--- config.mk ---
export PLATFORM = sky130hd
export DESIGN_NAME = pair_match_ctrl
export DESIGN_NICKNAME = d
export VERILOG_FILES = /design/src/rtl/pair_match_ctrl.sv
export SDC_FILE = /design/constraint.sdc
export NUM_CORES = 1
export LEC_CHECK = 0
export CORE_MARGIN = 2
export CORE_UTILIZATION = 47
export DETAILED_ROUTE_END_ITERATION = 7
export DONT_BUFFER_PORTS = 1
export GPL_ROUTABILITY_DRIVEN = 0
export PLACE_DENSITY_LB_ADDON = 0.08
export SLEW_MARGIN = 0
export SYNTH_ARGS = -nofsm -noshare
export SYNTH_HDL_FRONTEND = slang
export SYNTH_SLANG_ARGS = --single-unit
--- constraint.sdc ---
create_clock -name clk -period 4.1 [get_ports clk]
set_input_delay 1.025 -clock clk [delete_from_list [all_inputs] [get_ports clk]]
set_output_delay 1.025 -clock clk [all_outputs]
set_load 0.02 [all_outputs]
--- src/rtl/pair_match_ctrl.sv ---
// pair_match_ctrl: game sequencer for the 6x6 pair-matching card array.
// Moves a one-hot cursor, issues select / match-success / match-fail strobes,
// keeps two picked cards on display for HOLD_CYCLES, then resolves the pair
// and tracks how many pairs remain.
// Optional build macro: PAIR_MATCH_MISS_CNT_EN adds an 8-bit saturating
// mismatch counter on output miss_cnt.
//
// state   | meaning
// IDLE    | no card picked, cursor moves and sel accepted
// ONE     | first card picked, cursor moves and sel accepted
// HOLD    | both cards shown, hold timer running
// RESOLVE | one cycle: both cards on cur_bus, ms or mf strobed
// WON     | all pairs found, everything ignored until rst
module pair_match_ctrl #(
  parameter int HOLD_CYCLES = 50000000,
  parameter int CNT_W       = 26
) (
  input  logic           clk,
  input  logic           rst,
  input  logic           btn_up,
  input  logic           btn_down,
  input  logic           btn_left,
  input  logic           btn_right,
  input  logic           btn_sel,
  input  logic [179:0]   face_bus,
  input  logic [35:0]    hidden_bus,
  output logic [35:0]    cur_bus,
  output logic           s,
  output logic           ms,
  output logic           mf,
  output logic [4:0]     pairs_left,
  output logic           busy,
`ifdef PAIR_MATCH_MISS_CNT_EN
  output logic [7:0]     miss_cnt,
`endif
  output logic           won
);

  typedef enum logic [2:0] {
    ST_IDLE    = 3'd0,
    ST_ONE     = 3'd1,
    ST_HOLD    = 3'd2,
    ST_RESOLVE = 3'd3,
    ST_WON     = 3'd4
  } state_t;

  localparam logic [CNT_W-1:0] HOLD_LAST = CNT_W'(HOLD_CYCLES - 1);
  localparam logic [4:0]       PAIRS_ALL = 5'd18;

  state_t           state;
  logic [2:0]       row;
  logic [2:0]       col;
  logic [5:0]       first_idx;
  logic [5:0]       second_idx;
  logic             match;
  logic [CNT_W-1:0] timer;

  logic [5:0]       cur_idx;
  logic [4:0]       face_cur;
  logic [4:0]       face_first;
  logic             hidden_cur;
  logic             any_move;
  logic [2:0]       mv_row;
  logic [2:0]       mv_col;
  logic [5:0]       mv_idx;

  function automatic logic [35:0] onehot(input logic [5:0] i);
    return 36'(1) << i;
  endfunction

  function automatic logic [2:0] wrap_dec(input logic [2:0] v);
    return (v == 3'd0) ? 3'd5 : v - 3'd1;
  endfunction

  function automatic logic [2:0] wrap_inc(input logic [2:0] v);
    return (v == 3'd5) ? 3'd0 : v + 3'd1;
  endfunction

  // Linear card index under the cursor and the card attributes sampled on sel.
  always_comb begin
    cur_idx    = 6'(int'(row) * 6 + int'(col));
    face_cur   = face_bus[int'(cur_idx) * 5 +: 5];
    face_first = face_bus[int'(first_idx) * 5 +: 5];
    hidden_cur = hidden_bus[cur_idx];
  end

  // Cursor target for this cycle's winning move button (up > down > left > right).
  always_comb begin
    mv_row   = row;
    mv_col   = col;
    any_move = btn_up | btn_down | btn_left | btn_right;
    if (btn_up) begin
      mv_row = wrap_dec(row);
    end else if (btn_down) begin
      mv_row = wrap_inc(row);
    end else if (btn_left) begin
      mv_col = wrap_dec(col);
    end else if (btn_right) begin
      mv_col = wrap_inc(col);
    end
    mv_idx = 6'(int'(mv_row) * 6 + int'(mv_col));
  end

  // Game sequencer; every output is a register updated here.
  always_ff @(posedge clk) begin
    if (rst) begin
      state      <= ST_IDLE;
      row        <= 3'd0;
      col        <= 3'd0;
      first_idx  <= 6'd0;
      second_idx <= 6'd0;
      match      <= 1'b0;
      timer      <= '0;
      cur_bus    <= 36'h1;
      s          <= 1'b0;
      ms         <= 1'b0;
      mf         <= 1'b0;
      pairs_left <= PAIRS_ALL;
      busy       <= 1'b0;
      won        <= 1'b0;
`ifdef PAIR_MATCH_MISS_CNT_EN
      miss_cnt   <= 8'd0;
`endif
    end else begin
      s  <= 1'b0;
      ms <= 1'b0;
      mf <= 1'b0;
      case (state)
        ST_IDLE, ST_ONE: begin
          // sel wins the cycle even when it lands on a hidden card
          if (btn_sel) begin
            if (!hidden_cur) begin
              s <= 1'b1;
              if (state == ST_IDLE) begin
                first_idx <= cur_idx;
                state     <= ST_ONE;
              end else if (cur_idx == first_idx) begin
                state <= ST_IDLE;
              end else begin
                second_idx <= cur_idx;
                match      <= (face_first == face_cur);
                timer      <= '0;
                busy       <= 1'b1;
                state      <= ST_HOLD;
              end
            end
          end else if (any_move) begin
            row     <= mv_row;
            col     <= mv_col;
            cur_bus <= onehot(mv_idx);
          end
        end

        ST_HOLD: begin
          if (timer == HOLD_LAST) begin
            state   <= ST_RESOLVE;
            cur_bus <= onehot(first_idx) | onehot(second_idx);
            ms      <= match;
            mf      <= ~match;
            if (match && (pairs_left != 5'd0)) begin
              pairs_left <= pairs_left - 5'd1;
            end
`ifdef PAIR_MATCH_MISS_CNT_EN
            if (!match && (miss_cnt != 8'hFF)) begin
              miss_cnt <= miss_cnt + 8'd1;
            end
`endif
          end else begin
            timer <= timer + 1'b1;
          end
        end

        ST_RESOLVE: begin
          // pairs_left already holds the post-decrement value here
          cur_bus <= onehot(cur_idx);
          if (pairs_left == 5'd0) begin
            state <= ST_WON;
            won   <= 1'b1;
          end else begin
            state <= ST_IDLE;
            busy  <= 1'b0;
          end
        end

        ST_WON: begin
          state <= ST_WON;
        end

        default: begin
          state <= ST_IDLE;
          busy  <= 1'b0;
        end
      endcase
    end
  end

endmodule

---- After elaboration in Yosys (flattened, before gate mapping) ----
Index checks and enable logic that the tools add are counted.
word-level totals
  bits in registers ....................... 94
  bits of input ports ..................... 223
cells by class
  add/sub/neg operators ................... 8
  $mul .................................... 4
  order comparisons ....................... 1
  eq/ne operators ......................... 18
  shift operators ......................... 6
  multiplexer cells ....................... 36
  bitwise operators ....................... 13
  reduce and logical (&&, ||, !) cells .... 21
operators by type and width
  kind                                                                  count
  180-bit by 10-bit indexed part select with 5-bit output               2
  1-bit by 6-bit << shifter with 36-bit output, first input constant    4
  26-bit two-way mux                                                    5
  36-bit two-way mux                                                    3
  36-bit case mux with 3 select lines                                   1
  26-bit case mux with 2 select lines                                   1
  3-bit two-way mux                                                     14
  36-bit bitwise OR                                                     1
  26-bit by 1-bit adder with 26-bit output, second input constant       1
  26-bit == test, second input constant                                 1
  6-bit by 3-bit multiplier with 9-bit output, second input constant    2
  2-bit inequality test, second input constant                          9
  6-bit by 3-bit adder with 6-bit output                                2
  3-bit case mux with 4 select lines                                    1
  6-bit AND reduction                                                   2
  3-bit by 2-bit multiplier with 5-bit output, second input constant    2
  3-bit == test, second input constant                                  3
  3-bit zero test                                                       3
  1-bit inverter                                                        9
  3-bit AND reduction                                                   3
  4-bit AND reduction                                                   2
  6-bit by 7-bit < comparator with 1-bit output, second input constant  1
  1-bit two-way mux                                                     7
  3-bit by 1-bit adder with 3-bit output, second input constant         2
  19 further kinds                                                      26

---- Longest topological paths before layout ----
Gate-level depths: netlist (run 1).
  depth in word-level cells ............... 11
  gate-level depth with buffers ........... 21

---- Worst setup path after synthesis (run 1) ----
OpenSTA, ideal clock, no wires.
  path kind ............................... reg2reg
  from .................................... register col[0]
  to ...................................... register cur_bus[12]
  arrival ................................. 3.785 ns
  data required time ...................... 3.965 ns
  path slack .............................. 0.179 ns
  stages on the path, launching flop included .. 20
  buffers on the path ..................... 5
  cell sequence ........................... dfxtp_1 buf_6 buf_4 buf_6 buf_4 buf_2 nor2_1 ha_1 inv_1 a32oi_1 o21ai_0 ha_1 a21oi_1 or3_1 a211o_1 a31oi_1 and2b_1 and2_1 a21oi_1 a211oi_1
on the way
  longest elaborated chain between the ends .. 11
  elaborated cells between the ends (all ways) .. 17
  classes of those cells .................. add/sub: 4; eq/ne: 1; shift: 2; mux: 9; reduce/logical: 1
ends and longest elaborated chain
  element                                                                         line  text
  from (decl)                                                                     52    logic [2:0] col;
  from (signal assigned)                                                          149   col <= mv_col;
  3-bit by 1-bit adder with 3-bit output / 3-bit == test (equally long branches)  76    return (v == 3'd5) ? 3'd0 : v + 3'd1;
  3-bit two-way mux                                                               76
  3-bit two-way mux                                                               98    end else if (btn_right) begin
  3-bit two-way mux (*)                                                           96    end else if (btn_left) begin
  3-bit two-way mux (*)                                                           94    end else if (btn_down) begin
  3-bit two-way mux (*)                                                           92    if (btn_up) begin
  net mv_col[2]                                                                   64    logic [2:0] mv_col;
  6-bit by 3-bit adder with 6-bit output (*)                                      101   mv_idx = 6'(int'(mv_row) * 6 + int'(mv_col));
  1-bit by 6-bit << shifter with 36-bit output (*)                                68    return 36'(1) << i;
  36-bit two-way mux (*)                                                          147   end else if (any_move) begin
  36-bit two-way mux (*)                                                          131   if (btn_sel) begin
  36-bit case mux with 3 select lines (*)                                         128   case (state)
  to (signal assigned)                                                            150   cur_bus <= onehot(mv_idx);
  to (signal assigned)                                                            157   cur_bus <= onehot(first_idx) | onehot(second_idx);
  to (signal assigned)                                                            175   cur_bus <= onehot(cur_idx);
  to (decl)                                                                       27    output logic [35:0] cur_bus,
The timed path passes the listed nets; every way through them passes the cells marked *. The select of a mux whose other input is x is not followed.
A chain may end at the register's enable or synchronous reset.

---- Worst setup path after layout (run 1) ----
  from .................................... register row[1]
  to ...................................... register cur_bus[13]
on the way
  longest elaborated chain between the ends .. 10
  elaborated cells between the ends (all ways) .. 17
  classes of those cells .................. add/sub: 4; mul: 2; eq/ne: 1; shift: 2; mux: 7; reduce/logical: 1
ends and longest elaborated chain
  element                                                                         line  text
  from (decl)                                                                     51    logic [2:0] row;
  from (signal assigned)                                                          148   row <= mv_row;
  3-bit by 1-bit adder with 3-bit output / 3-bit == test (equally long branches)  76
  3-bit two-way mux                                                               76
  3-bit two-way mux                                                               94
  3-bit two-way mux (*)                                                           92
  net mv_row[1]                                                                   63    logic [2:0] mv_row;
  3-bit by 2-bit multiplier with 5-bit output (*)                                 101
  6-bit by 3-bit adder with 6-bit output (*)                                      101
  1-bit by 6-bit << shifter with 36-bit output (*)                                68
  36-bit two-way mux (*)                                                          147
  36-bit two-way mux (*)                                                          131
  36-bit case mux with 3 select lines (*)                                         128
Marks and branches as above.

==> metrics.cfg, run 1 <==
[outcome]
outcome=completed

[power_and_ir_drop]
ir_worst_vdd_v=0.000234
power.internal_mw=2.12
p_leak_nw=2.93
pwr-share-clk_pct=24.6
switching_share_pct=37.3
seqPwrFrac_pct=32.6
comb_power_share_pct=42.8
power_density_mw_per_mm2=358
p_switching_mw=1.26

[clock_network]
clk_pin_slew_worst_paths_ps=70
post_cts_buffers=0
numCtsBuffers=9
htree_num_levels=3
cts_tree=done
root_buffer=clkbuf_16
clock_path_buffers=2
clock_latency_ps=350
cts_resized=0
numClockSinks=94
holdBufCountCts=0

[worst_setup_path]
r2r_cells=15
arrival_ps=4070
path_max_fanout=6
r2r_end=cur_bus[13]
startpoint_type=flip-flop
path_class=reg -> reg
reg2reg_slack_ps=240
cp.required_ps=4320
end_kind=flip-flop
reg2reg_from=row[1]

[yosys]
synth_top_area_share_pct=26.4
synth_area_leaders=mux4_2 26%, dfxtp_1 21%, nor2_1 5.3%, mux2i_1 4.4%, nand2_1 2.7%
synth_xor_area_share_pct=3.55
ys_types=64
synth_edf_count=0
synthAdderAreaFrac_pct=3.15
yosysSeqAreaShare_pct=21.2
syn_nets=1197
synth.cell_area_mm2=0.00888
synth_seq_cells=94
yosys.area_share.simple_pct=18.0
synth_commonest_cells=126 x nor2_1, 104 x mux4_2, 94 x dfxtp_1
synth_top_family_by_area=multiplexers
synth_top_area_cell=mux4_2
async_flop_share_pct=0
yosys.cell_count.top_type=nor2_1
synth_compound_area_share_pct=17.3
synth_cells=954
avgSynthCellArea_um2=9.31
synth.area.mux_share_pct=31.4
yosys_warnings=0
synthFlopType=dfxtp_1

[floorplan]
fp.dieH_um=141
rows=50
die_area_mm2=0.0200
start_util_pct=47.7
ios=269
die_w_um=141
core_area_mm2=0.0186

[grt]
grt_pass1_vias=7929
top_usage_layer=met2
gr-usage-met3_pct=4.56
antenna_found_initial=0
gr-usage-met2_pct=47.6
globalRouteOverflowTotal=0
grt_pass1_wl_um=42700
met1_usage_pct=33.4
grt_usage_pct=26.9
grt_max_degree=70

[sta]
fin_ws_ps=244
fmax_ghz=0.259
setup_viol=0
min_period_over_period_pct=94.0
skew_ps=8.63
rsz0062_at_grt=no
hold_viol=0
fin_crit_ps=3860
worst_pin_slew_ps=907
relSlewSlack_pct=39.0
slew_viol_final=0

[detailed_routing]
viasPerCell=6.81
drtPass1Iterations=6
ant_nets=0
routedWlPerCell_um=23.6
route.detailed.drc=0
drtIter0Drc=593
drt-total-wl_um=27400
vias=7909

[min_path]
min_path_type=reg -> reg
min_delay_path_depth=1
holdPathEnd=mf
hp-start=match

[placed_design]
place_inst=1147
numPortBuffers=0
dpl.hpwl_um=21600
pre_cts_ws_ps=-22.0

[finish]
nFillCells=1762
layout.nets=1167
syn2layout_area_growth_pct=6.34
final_cells=1162
drive_gt1_share_pct=20.0
antenna_cells=0

[run]
cap_violations=0

## sequential cells by signal, summed over array words and instances, names as in the netlist
name	count
ms	1
cur_bus	36
won	1
mf	1
pairs_left	5
s	1
second_idx	6
first_idx	6
timer	26
busy	1
match	1
row	3
state	3
col	3
## per-layer routing
layer | up-vias | wire length [um]
met5 | - | 0
met3 | 52 | 1740
met1 | 3888 | 10900
met2 | 323 | 14000
li1 | 3646 | -
met4 | 0 | 769
## cells in the final DEF (no fill, tap or decap), types with 3 or more instances in the layout
| cell | Yosys | layout |
|---|---|---|
| nor2_1 | 126 | 126 |
| mux4_2 | 104 | 104 |
| dfxtp_1 | 94 | 89 |
| nand2_1 | 63 | 63 |
| a21oi_1 | 45 | 45 |
| buf_4 | 8 | 43 |
| o21ai_0 | 42 | 41 |
| mux2i_1 | 39 | 39 |
| a211oi_1 | 27 | 27 |
| a22oi_1 | 25 | 25 |
| xnor2_1 | 25 | 25 |
| inv_1 | 23 | 23 |
| nand3_1 | 23 | 23 |
| o221ai_1 | 20 | 20 |
| a32oi_1 | 15 | 15 |
| or3_1 | 15 | 15 |
| ha_1 | 16 | 15 |
| a31oi_1 | 14 | 14 |
| nor2b_1 | 13 | 13 |
| and2_1 | 12 | 12 |
| and3_1 | 12 | 12 |
| nor3_1 | 12 | 12 |
| nand4_1 | 10 | 10 |
| clkbuf_16 | 0 | 9 |
| nand2b_1 | 7 | 7 |
| and4_1 | 6 | 6 |
| o32ai_1 | 6 | 6 |
| or4_1 | 6 | 6 |
| mux2_2 | 5 | 5 |
| nor4_1 | 5 | 5 |
| a2111oi_1 | 5 | 5 |
| o31ai_1 | 5 | 5 |
| or2_2 | 4 | 4 |
| fa_1 | 4 | 4 |
| xor2_1 | 4 | 3 |
| nand3b_1 | 3 | 3 |
| o2111ai_1 | 3 | 3 |
| dfxtp_2 | 0 | 3 |
## how the worst max path moves through the flow
stage          slack, ps           to  startpoint  depth (start not counted)
6_report             240  cur_bus[13]      row[1]                         15
3_5_place_dp         -20  cur_bus[13]    btn_down                         14
2_1_floorplan        180  cur_bus[12]      col[0]                         19
3_3_place_gp          60   cur_bus[8]    btn_down                         14
4_1_cts               80  cur_bus[13]      row[1]                         16
5_1_grt               50  cur_bus[13]    btn_down                         16
## cells by family (layout without fill, tap and decap cells)
family,Yosys count,in the layout
and+or+nand+nor,328,328
AOI/OAI and AO/OA,223,223
muxes,148,148
buffers and inverters,109,83
DFF,94,94
xor gates and xnor gates,32,32
adders and majority gates,20,20
## worst max-delay path, stage by stage, from the launching register on
cell,delay [ps]
dfxtp_2,390
inv_1,100
ha_1,340
a311oi_1,100
a21oi_1,310
ha_1,210
inv_1,60
fa_1,490
or3_1,400
a211o_1,300
a31oi_1,200
buf_4,170
and2b_1,200
and2_1,170
a21oi_1,180
a211oi_1,90
## power by group through the flow
stage / combinational, mW / clock, mW / sequential (mW)
after global routing: 1.57 / 0.890 / 1.11
after floorplan: 1.10 / 0 / 1.07
after detailed placement: 1.44 / 0 / 1.12
after global placement: 1.42 / 0 / 1.12
final: 1.45 / 0.834 / 1.10
after CTS: 1.45 / 0.844 / 1.10
## area by class of cell
type	instances	area, um2	share of cell area, %
inverters	24	90.1	0.954
flip-flops and latches	94	1890	20.0
well taps	234	293	3.10
clock buffers	12	246	2.61
repair buffers	44	343	3.63
multi-input cells	751	6540	69.2
clock inverters	3	45.0	0.477
## stage by stage
| step | utilization (%) | instance area, um2 | TNS [ps] | total power [mW] | hold WS (ps) |
|---|---|---|---|---|---|
| after global placement | 49.1 | 9150 | 0 | 2.54 | 430 |
| final | 50.7 | 9450 | 0 | 3.39 | 445 |
| after CTS | 50.6 | 9440 | 0 | 3.39 | 437 |
| after detailed placement | 49.1 | 9150 | -33.6 | 2.56 | 427 |
| after global routing | 50.7 | 9450 | 0 | 3.57 | 469 |
| after floorplan | - | 8880 | 0 | 2.16 | 413 |
(Power assumes the default switching activity.)
==> run 2, diff against run 1 <==
- CELL_PAD_IN_SITES_DETAIL_PLACEMENT: not set -> 2
- CELL_PAD_IN_SITES_GLOBAL_PLACEMENT: not set -> 2
- CORE_UTILIZATION: 47 -> 35
==> run 2 against run 1 <==
  * Hold slack improved by 43 ps
  * Core utilization decreased by 12 points
  * Sequential cell count unchanged
  * Wire length rose by 21%
  * Sequential share of layout area shrank 0.41 points
  * Global-route usage shrank 2.2 points
  * Sequential power about the same
  * Clock skew rose by 6.5 ps
  * Critical path type unchanged
==> metrics.cfg, run 2 (synthesis gave the netlist of run 1 again) <==
[floorplan]
die_area_mm2=0.0267  ; +33%
core_area_mm2=0.0250  ; +34%
die_w_um=163  ; +15%
fp.dieH_um=163  ; +15%
rows=58  ; +16%
ios=269  ; unchanged
start_util_pct=35.5  ; -12 points

[min_path]
holdPathEnd=mf
min_path_type=reg -> reg
hp-start=match
min_delay_path_depth=1  ; unchanged

[detailed_routing]
route.detailed.drc=0  ; unchanged
drt-total-wl_um=33100  ; +21%
ant_nets=0  ; unchanged
drtPass1Iterations=4  ; -2
viasPerCell=6.36  ; -6.5%
drtIter0Drc=375  ; -37%
routedWlPerCell_um=26.2  ; +11%
vias=8043  ; +1.7%

[finish]
register_area_mm2=0.00189  ; about the same
reg_top3=cur_bus: 36 flops, timer: 26 flops
final_cells=1264  ; +8.8%
nFillCells=2745  ; +56%
top_register=cur_bus
drive_gt1_share_pct=20.5  ; +0.49 points
multi_input_area_mm2=0.00656  ; +0.29%
final_common_cell=nor2_1
layout.nets=1168  ; +0.086%
largest_register_ffs=36  ; unchanged
post-route-util_pct=38.6  ; -12 points
layout_common_cells=126 x nor2_1, 104 x mux4_2, 90 x dfxtp_1
syn2layout_area_growth_pct=8.63

[clock_network]
root_buffer=clkbuf_16
numClockSinks=94  ; unchanged
clk_pin_slew_worst_paths_ps=70  ; about the same
holdBufCountCts=0  ; unchanged
numCtsBuffers=9  ; unchanged
clock_path_buffers=2  ; unchanged
clock_latency_ps=360  ; about the same
htree_num_levels=3  ; unchanged
cts_tree=done

[worst_setup_path]
path_class=reg -> reg
r2r_cells=15  ; unchanged
r2r_end=cur_bus[9]
reg2reg_from=row[1]
critical_path.slowest_cell=fa_1
end_kind=flip-flop
slowest_delay_ps=460  ; -30 ps
startpoint_type=flip-flop
arrival_ps=4080  ; about the same
crit_path_cell_trace=buf_4 > ha_1 > o21ai_0 > a221oi_2 > nor2_1 > inv_1 > fa_1 > or3_1 > a211o_1 > a31oi_2 > buf_4 > and2b_1 > and2_1 > a21oi_1 > a211oi_1
critPathMostFrequentCell=buf_4
cp.required_ps=4320  ; about the same
reg2reg_slack_ps=240  ; about the same
path_max_fanout=6  ; unchanged

[run]
cap_violations=0  ; unchanged

[sta]
hold_viol=0  ; unchanged
min_period_over_period_pct=94.2  ; +0.10 points
worst_pin_slew_ps=858  ; -49.1 ps
slew_viol_final=0  ; unchanged
fmax_ghz=0.259  ; -0.11%
skew_ps=15.1  ; +6.47 ps
setup_viol=0  ; unchanged
fin_crit_ps=3860  ; +4.26 ps
relSlewSlack_pct=42.3  ; +3.3 points

[placed_design]
dpl.hpwl_um=25900  ; +20%
numPortBuffers=0  ; unchanged
place_inst=1243  ; +8.4%

[grt]
grt_pass1_vias=8985  ; +13%
antenna_found_initial=2  ; +2
grt_max_degree=73  ; +4.3%
globalRouteOverflowTotal=0  ; unchanged
grt_usage_pct=24.7  ; -2.2 points
grt_pass1_wl_um=51400  ; +20%

[outcome]
outcome=completed

[power_and_ir_drop]
p_leak_nw=2.96  ; +1.0%
power_density_mw_per_mm2=361  ; +0.66%
ir_worst_vdd_v=0.000207  ; -12%

## run 2: cell type report
type	count	share of cell area (%)
multi-input cells	751	67.9
flip-flops and latches	94	19.6
well taps	330	4.28
repair buffers	45	4.02
clock buffers	13	2.81
inverters	24	0.972
clock inverters	3	0.259
diodes	4	0.104
## run 2: worst max-delay path by stage
| stage | startpoint | endpoint | slack, ps | cells after the start |
|---|---|---|---|---|
| floorplan | col[0] | cur_bus[12] | 180 | 19 |
| global placement | btn_down | cur_bus[2] | 10 | 17 |
| detailed placement | btn_down | cur_bus[9] | -150 | 13 |
| CTS | row[0] | cur_bus[12] | 30 | 14 |
| global route | row[1] | cur_bus[13] | -7 | 15 |
| finish | row[1] | cur_bus[9] | 240 | 15 |
## run 2: routing by layer
metal  track usage (%)  vias to the layer above  share of wire, %
li1                  -                     3657                 -
met1              30.6                     4094                41
met2              43.7                      255                51
met3              4.24                       37               5.7
met4              7.88                        0               2.1
met5                 0                        -                 0
## run 2: worst max-delay path: cells and delay by family (launching register included)
family,cells,cell delay [ps]
adders and majority gates,2,710
AOI/OAI and AO/OA,6,1360
buffers and inverters,3,410
DFF,1,340
and+or+nand+nor,4,930
## run 2: power by group
| group | internal [mW] | switching [mW] | total [mW] |
|---|---|---|---|
| registers | 0.969 | 0.138 | 1.11 |
| clock network | 0.470 | 0.386 | 0.856 |
| logic | 0.681 | 0.838 | 1.52 |
## run 2: stage by stage
stage / instance area (um2) / total power, mW / hold slack, ps / worst slack, ps / setup TNS (ps)
4_1_cts: 9600 / 3.51 / 484 / 25.3 / 0
2_1_floorplan: 8880 / 2.16 / 413 / 179 / 0
5_1_grt: 9650 / 3.71 / 515 / -6.71 / -15.1
3_3_place_gp: 9310 / 2.60 / 469 / 14.2 / 0
6_report: 9650 / 3.48 / 489 / 240 / 0
3_5_place_dp: 9310 / 2.64 / 478 / -153 / -2090
## run 2: repair_timing
item | 4_1_cts | 5_1_grt
resized for setup | 0 | 10
setup buffers | 0 | 1
endpoints found under the setup margin | 0 | 68
endpoints found under the hold margin | 0 | 0
==> run 3, diff against run 2 <==
- SLEW_MARGIN: 0 -> 20
==> results of run 3 <==
The final DEF is identical to that of run 2; final timing and power are the same.
